$ cat src/rtl/microcode_sequencer_ctl.sv
// rtl/microcode_sequencer_ctl.sv - writable-control-store micro-PC sequencer with run/stop/step/clear control
// Optional: define MICROCODE_PARITY_EN for per-word even parity and a sticky ParityErr output.
module microcode_sequencer_ctl #(
    parameter int ADDR_W = 3,
    parameter int OUT_W  = 3,
    parameter int CNT_W  = 16
) (
    input  logic                          Clock,
    input  logic                          ResetN,
    input  logic                          A,
    input  logic                          B,
    input  logic                          C,
    input  logic                          D,
    input  logic                          LoadValid,
    output logic                          LoadReady,
    input  logic [ADDR_W-1:0]             LoadAddr,
    input  logic [3+1+ADDR_W+OUT_W-1:0]   LoadData,
    input  logic                          Start,
    input  logic                          Stop,
    input  logic                          Step,
    input  logic                          Clear,
    output logic [OUT_W-1:0]              Outs,
    output logic [ADDR_W-1:0]             UPC,
    output logic                          Running,
    output logic                          StartErr,
    output logic [CNT_W-1:0]              CycleCount
`ifdef MICROCODE_PARITY_EN
    ,
    output logic                          ParityErr
`endif
);

    localparam int WORD_W = 3 + 1 + ADDR_W + OUT_W;
    localparam int DEPTH  = 1 << ADDR_W;
`ifdef MICROCODE_PARITY_EN
    localparam int STORE_W = WORD_W + 1;
`else
    localparam int STORE_W = WORD_W;
`endif

    typedef enum logic [1:0] {
        CTL_IDLE  = 2'd0,
        CTL_RUN   = 2'd1,
        CTL_PAUSE = 2'd2
    } ctl_t;

    ctl_t               ctl_q;
    logic [ADDR_W-1:0]  upc_q;
    logic [DEPTH-1:0]   loaded_q;
    logic [CNT_W-1:0]   cnt_q;
    logic               start_err_q;
    logic [STORE_W-1:0] store_q [DEPTH];

    logic [WORD_W-1:0]  word;
    logic [2:0]         in_sel;
    logic               polarity;
    logic [ADDR_W-1:0]  cn_state;
    logic [OUT_W-1:0]   word_outs;
    logic [7:0]         test_inputs;
    logic               load_cn;
    logic [ADDR_W-1:0]  upc_adv_d;
    logic               wr_en;
    logic               fetch_bad;
    logic               perr_flag;

    assign word = store_q[upc_q][WORD_W-1:0];
    assign {in_sel, polarity, cn_state, word_outs} = word;

    // Input index 4..7 reads constant zero, giving unconditional branches.
    assign test_inputs = {4'b0000, D, C, B, A};
    assign load_cn     = test_inputs[in_sel] ^ polarity;
    assign upc_adv_d   = load_cn ? (upc_q + ADDR_W'(1)) : cn_state;

    assign LoadReady  = (ctl_q == CTL_IDLE) || (ctl_q == CTL_PAUSE);
    assign wr_en      = LoadValid && LoadReady;
    assign Running    = (ctl_q == CTL_RUN);
    assign Outs       = Running ? word_outs : '0;
    assign UPC        = upc_q;
    assign StartErr   = start_err_q;
    assign CycleCount = cnt_q;

`ifdef MICROCODE_PARITY_EN
    logic parity_err_q;
    assign fetch_bad = ^store_q[upc_q];
    assign perr_flag = parity_err_q;
    assign ParityErr = parity_err_q;
`else
    assign fetch_bad = 1'b0;
    assign perr_flag = 1'b0;
`endif

    // Control store is deliberately not reset; the loaded mask gates Start instead.
    always_ff @(posedge Clock) begin
        if (wr_en) begin
`ifdef MICROCODE_PARITY_EN
            store_q[LoadAddr] <= {^LoadData, LoadData};
`else
            store_q[LoadAddr] <= LoadData;
`endif
        end
    end

    always_ff @(posedge Clock or negedge ResetN) begin
        if (!ResetN) begin
            ctl_q        <= CTL_IDLE;
            upc_q        <= '0;
            loaded_q     <= '0;
            cnt_q        <= '0;
            start_err_q  <= 1'b0;
`ifdef MICROCODE_PARITY_EN
            parity_err_q <= 1'b0;
`endif
        end else begin
            start_err_q <= 1'b0;
            if (wr_en) begin
                loaded_q[LoadAddr] <= 1'b1;
            end
            case (ctl_q)
                CTL_IDLE: begin
                    if (Clear) begin
                        upc_q <= '0;
`ifdef MICROCODE_PARITY_EN
                        parity_err_q <= 1'b0;
`endif
                    end else if (Start) begin
                        // Mask check sees the pre-write mask on a same-cycle load.
                        if ((&loaded_q) && !perr_flag) begin
                            ctl_q <= CTL_RUN;
                            upc_q <= '0;
                            cnt_q <= '0;
                        end else begin
                            start_err_q <= 1'b1;
                        end
                    end
                end
                CTL_RUN: begin
                    if (cnt_q != '1) begin
                        cnt_q <= cnt_q + CNT_W'(1);
                    end
                    if (fetch_bad) begin
                        ctl_q <= CTL_PAUSE;
`ifdef MICROCODE_PARITY_EN
                        parity_err_q <= 1'b1;
`endif
                    end else begin
                        upc_q <= upc_adv_d;
                        if (Stop) begin
                            ctl_q <= CTL_PAUSE;
                        end
                    end
                end
                CTL_PAUSE: begin
                    if (Clear) begin
                        ctl_q <= CTL_IDLE;
                        upc_q <= '0;
`ifdef MICROCODE_PARITY_EN
                        parity_err_q <= 1'b0;
`endif
                    end else if (Start) begin
                        if (!perr_flag) begin
                            ctl_q <= CTL_RUN;
                        end else begin
                            start_err_q <= 1'b1;
                        end
                    end else if (Step) begin
                        if (fetch_bad) begin
`ifdef MICROCODE_PARITY_EN
                            parity_err_q <= 1'b1;
`endif
                        end else begin
                            upc_q <= upc_adv_d;
                        end
                    end
                end
                default: ctl_q <= CTL_IDLE;
            endcase
        end
    end

endmodule

$ cat config.mk
export PLATFORM = sky130hd
export DESIGN_NAME = microcode_sequencer_ctl
export DESIGN_NICKNAME = d
export VERILOG_FILES = /design/src/rtl/microcode_sequencer_ctl.sv
export SDC_FILE = /design/constraint.sdc
export NUM_CORES = 1
export LEC_CHECK = 0
export ABC_AREA = 1
export CAP_MARGIN = 10
export CORE_MARGIN = 5
export CORE_UTILIZATION = 55
export CTS_BUF_LIST = sky130_fd_sc_hd__clkbuf_4 sky130_fd_sc_hd__clkbuf_8
export CTS_CLUSTER_SIZE = 30
export DETAILED_ROUTE_END_ITERATION = 10
export PLACE_DENSITY = 0.77
export SLEW_MARGIN = 20
export SYNTH_ARGS = -nofsm -noshare
export SYNTH_HDL_FRONTEND = slang
export SYNTH_SLANG_ARGS = --single-unit
export TNS_END_PERCENT = 100
$ cat constraint.sdc
create_clock -name Clock -period 4.64 [get_ports Clock]
set_clock_uncertainty 0.05 [all_clocks]
set_input_delay 0.696 -clock Clock [delete_from_list [all_inputs] [get_ports Clock]]
set_output_delay 0.696 -clock Clock [all_outputs]
set_load 0.01 [all_outputs]
Word level (Yosys, flattened, before mapping)
Memory sizes are Yosys's and may differ from the RTL's.
Cells that the tools add are included.
W data, S select, Z words.
- RAM bits: 80
- logic and storage cells: 67
- output and inout port bits: 25
- flip-flop bits (word level): 30
- latch bits: 0
- memories kept: 1
- ROM bits: 0
- input port bits: 24
- memories (name ; words ; bits a word ; rd ports ; clocked after memory_dff ; write ports ; RTL line ; text):
    store_q ; 8 ; 10 ; 1 ; 0 ; 1 ; 52 ; logic [STORE_W-1:0] store_q [DEPTH];
- mux-type cells: 31
- div/mod/pow operators: 0
- add/subtract/negate cells: 2
- $lt $le $gt $ge: 3
- shift operators: 0
- reductions and logical operators: 10
- $mul: 0
- equality and inequality tests: 13
- bitwise gates (word level): 2
- operators by type and width (operator ; count):
    $mux W16 ; 4
    $pmux W16 S2 ; 1
    $mux W3 ; 8
    $add A16 B1 Y16 const B ; 1
    $ne A16 B16 Y1 const B ; 1
    $reduce_and A5 Y1 ; 3
    $mux W2 ; 6
    $ne A3 B3 Y1 const B ; 4
    $pmux W3 S3 ; 1
    $lt A3 B4 Y1 const B ; 2
    $mux W1 ; 8
    $or A8 B8 Y8 ; 1
    $reduce_and A8 Y1 ; 1
    $ne A2 B2 Y1 const B ; 3
    $pmux W2 S3 ; 1
    $ne A2 B1 Y1 const B ; 2
    $add A3 B1 Y3 const B ; 1
    $bmux W1 S3 ; 1
    $demux W1 S3 ; 1
    $ge A3 B1 Y1 const B ; 1
    $ne A3 B2 Y1 const B ; 1
    $reduce_bool A3 Y1 ; 1
    $eq A2 B1 Y1 const B ; 1
    $eq A2 B2 Y1 const B ; 1
    other kinds (5) ; 6

Depth between registers and ports, before layout
An unclocked memory read counts as a cell.
- depth in word-level cells: 9
- mapped depth: 16
- gate-level depth less buffers: 14

Worst setup path before layout
Ideal clock, no wire load.
- path kind: register to output
- start: register upc_q[0] (netlist: UPC[0])
- end: output port Outs[0]
- data arrival time: 1.490 ns
- buffers on the path: 3
- stages on the path, launching flop included: 9
- data required time: 3.894 ns
- path slack: 2.404 ns
- cell sequence: dfrtp_1 > buf_6 > inv_8 > buf_6 > clkbuf_1 > nor2_1 > o22ai_1 > o21ai_0 > a31oi_1
- word-level cells in the longest chain between the ends: 2
- ends and longest elaborated chain (what ; RTL line ; text):
    start: declaration ; 48 ; logic [ADDR_W-1:0] upc_q;
    start signal: assignment ; 146 ; upc_q <= upc_adv_d;
    start signal: assignment ; 171 ; upc_q <= upc_adv_d;
    $mem_v2 Z8 W10 ; n/a ;
    $mux W3 ; 77 ; assign Outs = Running ? word_outs : '0;
    end: declaration ; 22 ; output logic [OUT_W-1:0] Outs,
Every way passes these cells.

Worst setup path in the final report
- start: register upc_q[1] (netlist: UPC[1])
- end: output port Outs[2]
Same word-level chain as after synthesis.

==> results.txt <==
The relative slew slack is 27.16%. The routed design has between 10,000 and 15,000 microns of wire. The core region is 9065 sq um.

The width of the die came out at 105.7 microns. The final hold violation count is 0. The number of nets in the synthesized netlist is 502.

VDD sags by at most 241.3 uV. The placed cell count came out at 614. Yosys printed 0 warnings. The initial antenna violation count is 0. After layout, the worst path uses 75.81% of the clock period. In the final design database the tool counted 544 nets. STA classifies the critical path startpoint as a register. The number of max-slew violations in the final report came out at 0.

The maximum number of pins on one net before global-route repair came out at 41. Sorting the synthesized cells by area gives the leading types as edfxtp_1 (48%), dfrtp_1 (15%), nand2_1 (5.0%). In the layout the commonest cells are edfxtp_1 (80), nand2_1 (67), nor2_1 (58). The post-synthesis cell type with the largest combined area is edfxtp_1. For this run, the leading register cell type out of synthesis is edfxtp_1. The path type of the worst min-delay path is reg2reg. TritonCTS built the clock tree. The flow ran to the end, and the final reports show no timing, DRC or antenna violations. The synthesized design contains 110 register bits. The cell area after synthesis is a little over 5000 sq um. The die outline area is 11,160 sq um. The number of gates resized after CTS is 0. The largest fanout on the critical path came out at 24. The mean instance size in the synthesized netlist is 10.66 sq um. Measured along the y axis, the die boundary spans between 100 and 150 microns. Buffers inserted to repair hold after CTS numbered 0. The worst endpoint required time is 3890 ps. The cell family contributing the most delay on the critical path is buffers and inverters. The synthesis-to-finish area growth came out at 14.27%. The share of Yosys cell area claimed by the top area cell type came out at 47.74%. For this run, asynchronously set or reset flops after synthesis account for 27.27%. The number of vias per cell came out at 5.568. The portion of the post-synthesis area used by sequential elements came out at a little over three fifths. The count of input and output buffers came out at 48.

The number of max-cap violations came out at 0. The average routed wire per standard cell came out at 16.92 microns. In this run, synthesis inferred 80 flip-flops with an integrated enable. The actual slew at the worst max-slew pin came out at 1089 ps.

For this design, the sink count on the clock tree is 110. The maximum buffer depth of the clock tree came out at 2. The detailed router's first-iteration violation count is 207. The number of buffers created by CTS is 9.

The gate count of the mapped netlist is 472. The arrival time at the worst endpoint came out at 2770 ps. The starting density of the core came out at 55.51%. The critical path class is reg2out. The total of endpoints with negative setup slack in the final report came out at 0. Leaving out fill and tap cells, the most frequent cell in the layout is edfxtp_1. The highest achievable clock rate is approximately 0.28 GHz.

The first-pass detailed-route iteration total is 5. The clock latency on the worst-skew pair came out at 380 ps. CTS built an H-tree with a depth of 3.

After filler insertion, the fill cell instance count of the layout stands at 715. The final RePlAce weighted congestion came out at 0.8787. The clock transition at the registers of the reported paths is around 120 ps. The power per standard cell area is 478.9 nW/um^2. Traced cell by cell, the critical path runs through inv_2 > nor2_1 > o21ai_0 > a31oi_1 > clkdlybuf4s50_1.

The clock period minus worst slack came out at 3518 ps. The highest cell delay on the worst timing path is 940 ps. The via count of the first global-routing pass came out at ~3,500. The number of setup buffers added after CTS came out at 0.

49 I/O pins were placed. For this design the static power due to leakage is 2.161 nW. The number of distinct library cells after synthesis is 38. The ratio of cells with drive above 1 in the final layout is 9.441%. The worst setup path is captured at an output pin. The floorplan has 35 rows. The wire length of the first global-routing pass came out at ~17,000 microns. Counting both buffers and inverters, the worst setup path holds a total of 2. The sum of negative setup slack is 0 ps. 0 antenna diodes ended up in the layout. The aggregate global-route resource usage is 19.37%.

The count of nets left with antenna violations after detail routing came out at 0. The number of vias after detailed routing is 3,508. After detailed routing, the number of remaining DRC violations is 0. The slowest stage of the critical path is the dfrtp_1 cell. Excluding fillers, the count of instances in the completed layout stands at 630.

Setup repair after global routing left no endpoint under its margin. Once detailed placement completed, the half-perimeter wirelength came to between 6000 and 7000 microns. The total congestion overflow after global routing is 0.

The root buffer selected by CTS is clkbuf_8.
-- worst register-to-register path, stage by stage (launching register included) --
cell and delay (ps):
dfrtp_1 420, inv_1 90, ha_1 560, inv_1 370
a21oi_1 250, nand3_2 390, inv_2 340, nand3_1 90
o21ai_0 80, nor2_1 60
-- Yosys cell counts (2+ instances only) --
| master | number |
|---|---|
| edfxtp_1 | 80 |
| nand2_1 | 67 |
| nor2_1 | 60 |
| o21ai_0 | 49 |
| inv_1 | 38 |
| nand3_1 | 31 |
| dfrtp_1 | 30 |
| buf_2 | 11 |
| a21oi_1 | 9 |
| nand2_2 | 9 |
| o31ai_1 | 9 |
| nand3_2 | 8 |
| xor2_1 | 8 |
| ha_1 | 6 |
| nor3_1 | 6 |
| nand4_1 | 5 |
| o21ai_1 | 5 |
| buf_6 | 4 |
| o221ai_1 | 4 |
| o22ai_1 | 4 |
| a31oi_1 | 3 |
| clkbuf_1 | 3 |
| or2_2 | 3 |
| inv_2 | 2 |
| nor3_2 | 2 |
| o21ai_2 | 2 |
| o22a_1 | 2 |
| xnor2_1 | 2 |
-- cell type report --
cell class | instances | area [sq um] | share of cell area, %
flip-flops and latches | 110 | 3153 | 54.83
multi-input cells | 300 | 1580 | 27.48
repair buffers | 51 | 503.0 | 8.747
inverters | 42 | 165.2 | 2.872
well taps | 111 | 138.9 | 2.415
clock buffers | 9 | 123.9 | 2.154
clock inverters | 7 | 86.33 | 1.501
-- power by group --
group / internal, mW / switching, mW / total, mW / leakage, nW
registers: 1.12 / 0.0801 / 1.20 / 1.10
logic: 0.328 / 0.618 / 0.946 / 0.958
clock network: 0.263 / 0.344 / 0.607 / 0.105
-- registers in the layout, indices dropped and copies added (netlist names) --
register    cells
StartErr        1
store_q        80
CycleCount     16
ctl_q           2
UPC             3
loaded_q        8
-- kinds of logic (layout without fill, tap and decap cells) --
| group | Yosys count | in the layout | share of synthesized area, % |
|---|---|---|---|
| xor gates and xnor gates | 10 | 10 | 1.741 |
| DFF | 110 | 110 | 62.66 |
| and+or+nand+nor | 194 | 194 | 17.75 |
| buffers and inverters | 62 | 109 | 6.042 |
| AOI/OAI and AO/OA | 90 | 90 | 10.32 |
| adders and majority gates | 6 | 6 | 1.492 |
-- path summary, 6_finish.rpt --
kind | startpoint | to | slack [ps] | depth (start not counted)
min in group asynchronous | ResetN | ctl_q[0]$_DFFE_PN0P_ | 650 | 2
max in group asynchronous | ResetN | CycleCount[15]$_DFFE_PN0P_ | 3610 | 2
worst min-delay path | loaded_q[0]$_DFFE_PN0P_ | loaded_q[0]$_DFFE_PN0P_ | 430 | 2
worst min register to register | loaded_q[0]$_DFFE_PN0P_ | loaded_q[0]$_DFFE_PN0P_ | 430 | 2
worst max-delay path | UPC[1]$_DFFE_PN0P_ | Outs[2] | 1120 | 5
worst max register to register | ctl_q[1]$_DFFE_PN0P_ | CycleCount[6]$_DFFE_PN0P_ | 1840 | 9
-- metal layers --
| metal | vias to the layer above | GRT usage [%] | part of all wire (%) |
|---|---|---|---|
| li1 | 1721 | - | - |
| met1 | 1668 | 24.86 | 43 |
| met2 | 106 | 32.60 | 50 |
| met3 | 13 | 4.654 | 6.5 |
| met4 | 0 | 6.013 | 1.2 |
| met5 | - | 0 | 0 |
-- metrics by stage --
stage	utilization (%)	hold WS (ps)	power, mW	setup WS [ps]	instance area, sq um
6_report	63.44	432.7	2.754	1122	5751
5_1_grt	63.44	450.2	2.913	925.8	5751
4_1_cts	63.38	430.5	2.754	1113	5746
3_5_place_dp	61.06	401.9	2.157	1577	5535
3_3_place_gp	61.06	401.1	2.118	1618	5535
2_1_floorplan	-	350.4	1.926	2404	5032
No activity file was read; power rests on OpenSTA's default activity.
